$ cat config.mk
export PLATFORM = sky130hd
export DESIGN_NAME = counter_ctrl
export DESIGN_NICKNAME = d
export VERILOG_FILES = /design/src/rtl/counter_ctrl.sv
export SDC_FILE = /design/constraint.sdc
export NUM_CORES = 1
export LEC_CHECK = 0
export CORE_UTILIZATION = 36
export CTS_BUF_LIST = sky130_fd_sc_hd__clkbuf_8
export DETAILED_ROUTE_END_ITERATION = 8
export PLACE_DENSITY_LB_ADDON = 0.2
export SYNTH_ARGS = -nofsm -noshare
export SYNTH_HDL_FRONTEND = slang
export SYNTH_SLANG_ARGS = --single-unit
$ cat constraint.sdc
create_clock -name clk1k -period 1.8 [get_ports clk1k]
set_input_delay 0.27 -clock clk1k [delete_from_list [all_inputs] [get_ports clk1k]]
set_output_delay 0.27 -clock clk1k [all_outputs]
set_load 0.05 [all_outputs]
$ cat src/rtl/counter_ctrl.sv
// Start/pause/clear controller for a decimal counter: synchronizes and debounces two
// pushbuttons, runs an IDLE/RUN/PAUSE FSM and prescales clk1k into one-cycle count enables.
module counter_ctrl #(
    parameter int DEBOUNCE = 20,
    parameter int TICK_DIV = 1000
) (
    input  logic       clk1k,
    input  logic       rst,
    input  logic       btn_start,
    input  logic       btn_clear,
    output logic       cnt_en,
    output logic       cnt_rst,
    output logic [1:0] state,
    output logic       run_led
);

    localparam int DW = (DEBOUNCE > 1) ? $clog2(DEBOUNCE + 1) : 1;
    localparam int PW = (TICK_DIV > 1) ? $clog2(TICK_DIV) : 1;
    localparam logic [DW-1:0] DB_LAST  = DW'(DEBOUNCE - 1);
    localparam logic [PW-1:0] PRE_LAST = PW'(TICK_DIV - 1);

    typedef enum logic [1:0] {
        IDLE  = 2'b00,
        RUN   = 2'b01,
        PAUSE = 2'b10
    } state_e;

    // Index 0 is the start button, index 1 the clear button.
    logic [1:0]    btn_raw;
    logic [1:0]    sync1_q, sync2_q;
    logic [1:0]    db_q, db_d;
    logic [1:0]    press;
    logic [DW-1:0] dbcnt_q [2];
    logic [DW-1:0] dbcnt_d [2];

    state_e        state_q, state_d;
    logic [PW-1:0] pre_q, pre_d;
    logic          cnt_en_q, cnt_en_d;
    logic          cnt_rst_q, cnt_rst_d;
    logic          run_led_q, run_led_d;
    logic          start_ev, clear_ev;

    assign btn_raw = {btn_clear, btn_start};

    always_comb begin
        for (int i = 0; i < 2; i++) begin
            db_d[i]    = db_q[i];
            dbcnt_d[i] = '0;
            // The level flips on the DEBOUNCE-th consecutive disagreeing sample.
            if (sync2_q[i] != db_q[i]) begin
                if (dbcnt_q[i] == DB_LAST) begin
                    db_d[i] = sync2_q[i];
                end else begin
                    dbcnt_d[i] = dbcnt_q[i] + DW'(1);
                end
            end
            press[i] = db_d[i] & ~db_q[i];
        end
    end

    assign start_ev = press[0];
    assign clear_ev = press[1];

    always_comb begin
        state_d   = state_q;
        pre_d     = pre_q;
        cnt_en_d  = 1'b0;
        cnt_rst_d = 1'b0;

        case (state_q)
            IDLE: begin
                pre_d = '0;
                if (start_ev) begin
                    state_d = RUN;
                end
            end
            RUN: begin
                // The tick still fires if the pause lands on the last prescaler cycle.
                if (pre_q == PRE_LAST) begin
                    pre_d    = '0;
                    cnt_en_d = 1'b1;
                end else begin
                    pre_d = pre_q + PW'(1);
                end
                if (start_ev) begin
                    state_d = PAUSE;
                end
            end
            PAUSE: begin
                if (start_ev) begin
                    state_d = RUN;
                end
            end
            default: begin
                state_d = IDLE;
                pre_d   = '0;
            end
        endcase

        // Clear overrides everything, including a simultaneous start or a due tick.
        if (clear_ev) begin
            state_d   = IDLE;
            pre_d     = '0;
            cnt_en_d  = 1'b0;
            cnt_rst_d = 1'b1;
        end

        run_led_d = (state_d == RUN);
    end

    always_ff @(posedge clk1k) begin
        if (rst) begin
            sync1_q   <= '0;
            sync2_q   <= '0;
            db_q      <= '0;
            for (int i = 0; i < 2; i++) begin
                dbcnt_q[i] <= '0;
            end
            state_q   <= IDLE;
            pre_q     <= '0;
            cnt_en_q  <= 1'b0;
            cnt_rst_q <= 1'b1;
            run_led_q <= 1'b0;
        end else begin
            sync1_q   <= btn_raw;
            sync2_q   <= sync1_q;
            db_q      <= db_d;
            for (int i = 0; i < 2; i++) begin
                dbcnt_q[i] <= dbcnt_d[i];
            end
            state_q   <= state_d;
            pre_q     <= pre_d;
            cnt_en_q  <= cnt_en_d;
            cnt_rst_q <= cnt_rst_d;
            run_led_q <= run_led_d;
        end
    end

    assign state   = state_q;
    assign cnt_en  = cnt_en_q;
    assign cnt_rst = cnt_rst_q;
    assign run_led = run_led_q;

endmodule

[Word level (Yosys, flattened, before mapping)]
Memory sizes are Yosys's and may differ from the RTL's.
Index checks and enable logic that the tools add are counted.
Word-level totals
  flip-flop bits (word level): 21
  memory bits (writable): 10
  input port bits: 4
  output and inout port bits: 5
  memories kept: 1
Operators by class
  $add $sub $neg: 3
  eq/ne operators: 8
  multiplexer cells: 21
  bitwise gates (word level): 7
  reduce and logical (&&, ||, !) cells: 4
Memories
  dbcnt_q: words 2, bits a word 5, read ports 2, clocked after memory_dff 0, write ports 2, line 33  | logic [DW-1:0] dbcnt_q [2];
Operators by type and width (number)
  5-bit two-way mux: 6
  10-bit case mux with 2 select lines: 1
  10-bit by 1-bit adder with 10-bit output, second input constant: 1
  5-bit by 1-bit adder with 5-bit output, second input constant: 2
  10-bit == test, second input constant: 1
  5-bit == test, second input constant: 2
  10-bit two-way mux: 1
  1-bit two-way mux: 9
  2-bit two-way mux: 3
  2-bit by 1-bit == test with 1-bit output, second input constant: 2
  2-bit case mux with 2 select lines: 1
  2-bit OR reduction: 2
  1-bit inverter: 3
  3-bit OR reduction: 1
  1-bit bitwise AND: 2
  2-bit == test, second input constant: 1
  2-bit zero test: 1
  1-bit inequality test: 2
  1-bit bitwise OR: 2

[Depth between registers and ports, before layout]
  depth in word-level cells: 8
  depth in mapped cells: 6

[Worst setup path after synthesis]
OpenSTA, ideal clock, no wires.
  path type: register to register
  from: register state_q[0] (netlist: state[0])
  to: register pre_q[9]
  arrival: 1.528 ns
  path slack: 0.202 ns
  stages on the path, launching flop included: 6
  buffers on the path: 0
  period minus slack after synthesis: 1.598 ns
  path through: dfxtp_1 and2b_1 o41ai_4 nor3_1 nand2_1 a21oi_1
On the way
  cells in the longest elaborated chain, start to end: 2
  elaborated cells between the ends (all ways): 3
RTL lines
  start: declaration: line 36  | state_e state_q, state_d;
  start signal: assignment: line 131  | state_q <= state_d;
  2-bit == test or 2-bit by 1-bit == test with 1-bit output (tied branches): line 70  | case (state_q)
  10-bit case mux with 2 select lines: line 70
  end signal: assignment: line 132  | pre_q <= pre_d;
  end: declaration: line 37  | logic [PW-1:0] pre_q, pre_d;
Parallel ways exist; a longest one is shown, timed or not.
A chain may end at the register's enable or synchronous reset.

[Final worst setup path]
  from: register cnt_rst_q (netlist: cnt_rst)
  to: output cnt_rst
RTL lines
  start: declaration: line 39  | logic cnt_rst_q, cnt_rst_d;
  start signal: assignment: line 134  | cnt_rst_q <= cnt_rst_d;
  end: declaration: line 12  | output logic cnt_rst,
No word-level cell between the ends.

==> summary.md <==
| Metric | Value |
|---|---|
| Unrepaired setup endpoints after global routing | `no` |
| Ys async rst share | `0` |
| Worst hold slack | `436 ps` |
| Max-cap viol count | `0` |
| Initial antenna violation count | `0` |
| 1st-iter DRT viols | `27` |
| Yosys warning count | `0` |
| Drt drc | `0` |
| Worst Path Max Fanout | `1` |
| Clk buf depth | `2` |
| Post-Synth Adder-Cell Area | `0.0292` |
| Post-route setup slack | `161 ps` |
| R2R setup slack | `210 ps` |
| Critical path capture point type | `primary output` |
| HPWL Detailed | `1.70 mm` |
| Vias per Instance | `4.86` |
| Critical-path cell list | `clkdlybuf4s50_1` |
| Slew margin rel. | `0.674` |
| I/O pin count | `9` |
| Top post-synthesis cells by count | `dfxtp_1 (31), nor2_1 (27), a21oi_1 (8), nand2_1 (8), nand3_1 (8)` |
| Slew Viols, Final | `0` |
| Pin count of the biggest net entering global routing | `12` |
| Full die area | `0.00382 mm²` |
| Core area | `0.00339 mm²` |
| Crit path required time | `1530 ps` |
| Synthesized cell area | `0.00129 mm²` |
| GRT Overall Usage | `0.141` |
| Compound-Gate Fraction of Synth Area | `0.109` |
| Slowest cell on crit path | `clkdlybuf4s50_1` |
| Post-synthesis xor/xnor area fraction | `0.0545` |
| Synth top area share | `0.482` |
| Period utilisation layout | `0.911` |
| Post-synth top flop | `dfxtp_1` |
| EDFF count, synth | `0` |
| Leakage | `0.000575 µW` |
| Worst Hold Class | `register to register` |
| Setup TNS | `0 ps` |
| Largest family of logic cells by synthesized area | `simple AND/OR/NAND/NOR gates` |
| Fin. Hold Viols | `0` |
| Synth Area per Inst | `8.93 µm²` |
| Critical path buffers and inverters | `1` |
| Layout area overhead | `22.1%` |
| WL/cell | `10.7 µm` |
| #FFs+latches synth | `31` |
| DRT antenna net count | `0` |
| Routed WL | `2.25 mm` |
| Port bufs | `8` |
| Crit start category | `register` |
| Yosys cell types | `31` |
| Grt ovf | `0` |
| Dpl ws | `76.1 ps` |
| Critical path's largest stage delay | `790 ps` |
| Crit Path Class | `register to primary output` |
| # H-tree levels | `2` |
| GP Congestion | `0.852` |
| Ranking of synthesized cells by area | `dfxtp_1 (48%), nor2_1 (7.9%), a21oi_1 (3.1%)` |
| Clock Sinks | `31` |
| Post-synth top area cell | `dfxtp_1` |
| Die Span X | `61.8 µm` |
| # rows | `21` |
| Critical path data arrival time | `1370 ps` |
| Worst-case clock skew | `4.73 ps` |
| Mapped Cells | `144` |
| Final min period | `1640 ps` |
| Initial DRT Pass Iterations | `4` |
| Die Ht | `61.8 µm` |
| Total CTS buffers | `5` |
| Status | `complete, no violations` |
| Clk_lat worst skew | `280 ps` |
| PwrDens | `905 mW/mm²` |
| Fill cells | `324` |
| Ant. Diodes | `0` |
| FMAX | `610 MHz` |
| Final Net Count | `169` |
| VDD IR-drop max | `0.000542 V` |
| Resized cells post-CTS | `0` |
| Setup violators final | `0` |
| Layout cells sized above 1 | `0.123` |
| Top Family by Delay on Critical Path | `buffers and inverters` |
| CTS clock-pin slew for the worst setup and hold paths | `60 ps` |
| Syn_nets | `151` |
| Synth Area in Simple Gates | `0.269` |
| Vias in the first global route | `910` |
| Sequential area share after synthesis | `0.482` |
| TritonCTS clock tree | `yes` |
| Count leader, synth | `dfxtp_1` |
| Slew @ Worst Pin | `488 ps` |
| First-pass GRT wire length | `3.84 mm` |
| Vias after detailed routing | `1016` |
| Root buf cell | `clkbuf_8` |
| Final Util | `0.463` |
| Post-synthesis mux area share | `0.0321` |
| Initial core utilization | `0.379` |
sequential cells by signal (all words and copies together) (netlist names):
name,cells
run_led,1
db_q,2
cnt_rst,1
state,2
sync2_q,2
sync1_q,2
cnt_en,1
dbcnt_q,10
pre_q,10
repair_timing:
action	in CTS	in global routing
setup endpoints to repair	0	5
endpoints found under the hold margin	0	0
hold buffers	0	0
buffers inserted	0	1
metrics by stage:
step                      instances  instance area [µm²]  total power, µW
after floorplan                 144                 1290              727
after global placement          200                 1450              744
after detailed placement        200                 1450              745
after CTS                       208                 1560             1440
after global routing            209                 1570             1470
final                           209                 1570             1420
worst paths after layout:
path | start | end | depth (start not counted)
setup / recovery | cnt_rst | cnt_rst | 1
hold / removal | sync1_q[0] | sync2_q[0] | 1
setup reg to reg | pre_q[6] | pre_q[7] | 6
hold reg to reg | sync1_q[0] | sync2_q[0] | 1
worst reg2reg max path: stages, from the launching register on:
cell	delay (ps)
dfxtp_1	450
nand4_2	210
o41ai_4	310
buf_4	200
o21ai_1	90
mux2i_1	150
nor2_1	60
per-layer routing:
metal	vias to the layer above	part of all wire	track usage
met5	-	0	0
met2	8	0.48	0.232
met4	0	0.011	0.0571
met3	4	0.031	0.0621
met1	471	0.47	0.161
li1	533	-	-
cells by family (layout without fill, tap and decap cells):
family,after synthesis,in the layout
AOI/OAI and AO/OA,21,21
xor gates and xnor gates,8,8
adders and majority gates,3,3
buffers and inverters,8,27
DFF,31,31
muxes,4,4
and+or+nand+nor,69,69
power by group:
part	leakage, µW	switching (µW)	internal [µW]
registers	0.000251	3.09	693
logic	0.000263	16.9	16.0
clock network	0.0000612	245	447
total	0.000575	265	1160
cell type report:
cell class	instances	area, µm²	share of cell area
multi-input cells	105	636	0.405
flip-flops and latches	31	621	0.395
repair buffers	14	120	0.0765
clock buffers	6	82.6	0.0526
well taps	46	57.6	0.0367
clock inverters	2	35.0	0.0223
inverters	5	18.8	0.0120
cell usage in the layout, fill, tap and decap left out, types with 2 or more instances in the layout:
| cell type | n |
|---|---|
| dfxtp_1 | 31 |
| o21ai_1 | 4 |
| a31oi_1 | 3 |
| nand2b_1 | 2 |
| nor2_1 | 27 |
| ha_1 | 3 |
| xnor2_1 | 4 |
| clkbuf_8 | 6 |
| a21oi_1 | 8 |
| o21ai_0 | 2 |
| xor2_1 | 4 |
| nor3_1 | 5 |
| nand3b_1 | 2 |
| nand2_1 | 8 |
| nand3_1 | 8 |
| mux2i_1 | 3 |
| clkdlybuf4s50_1 | 6 |
| nand4_1 | 2 |
| buf_4 | 8 |
| nor4_1 | 2 |
| or3_1 | 4 |
| nor2b_1 | 5 |
| inv_1 | 5 |
(Power assumes the default switching activity.)
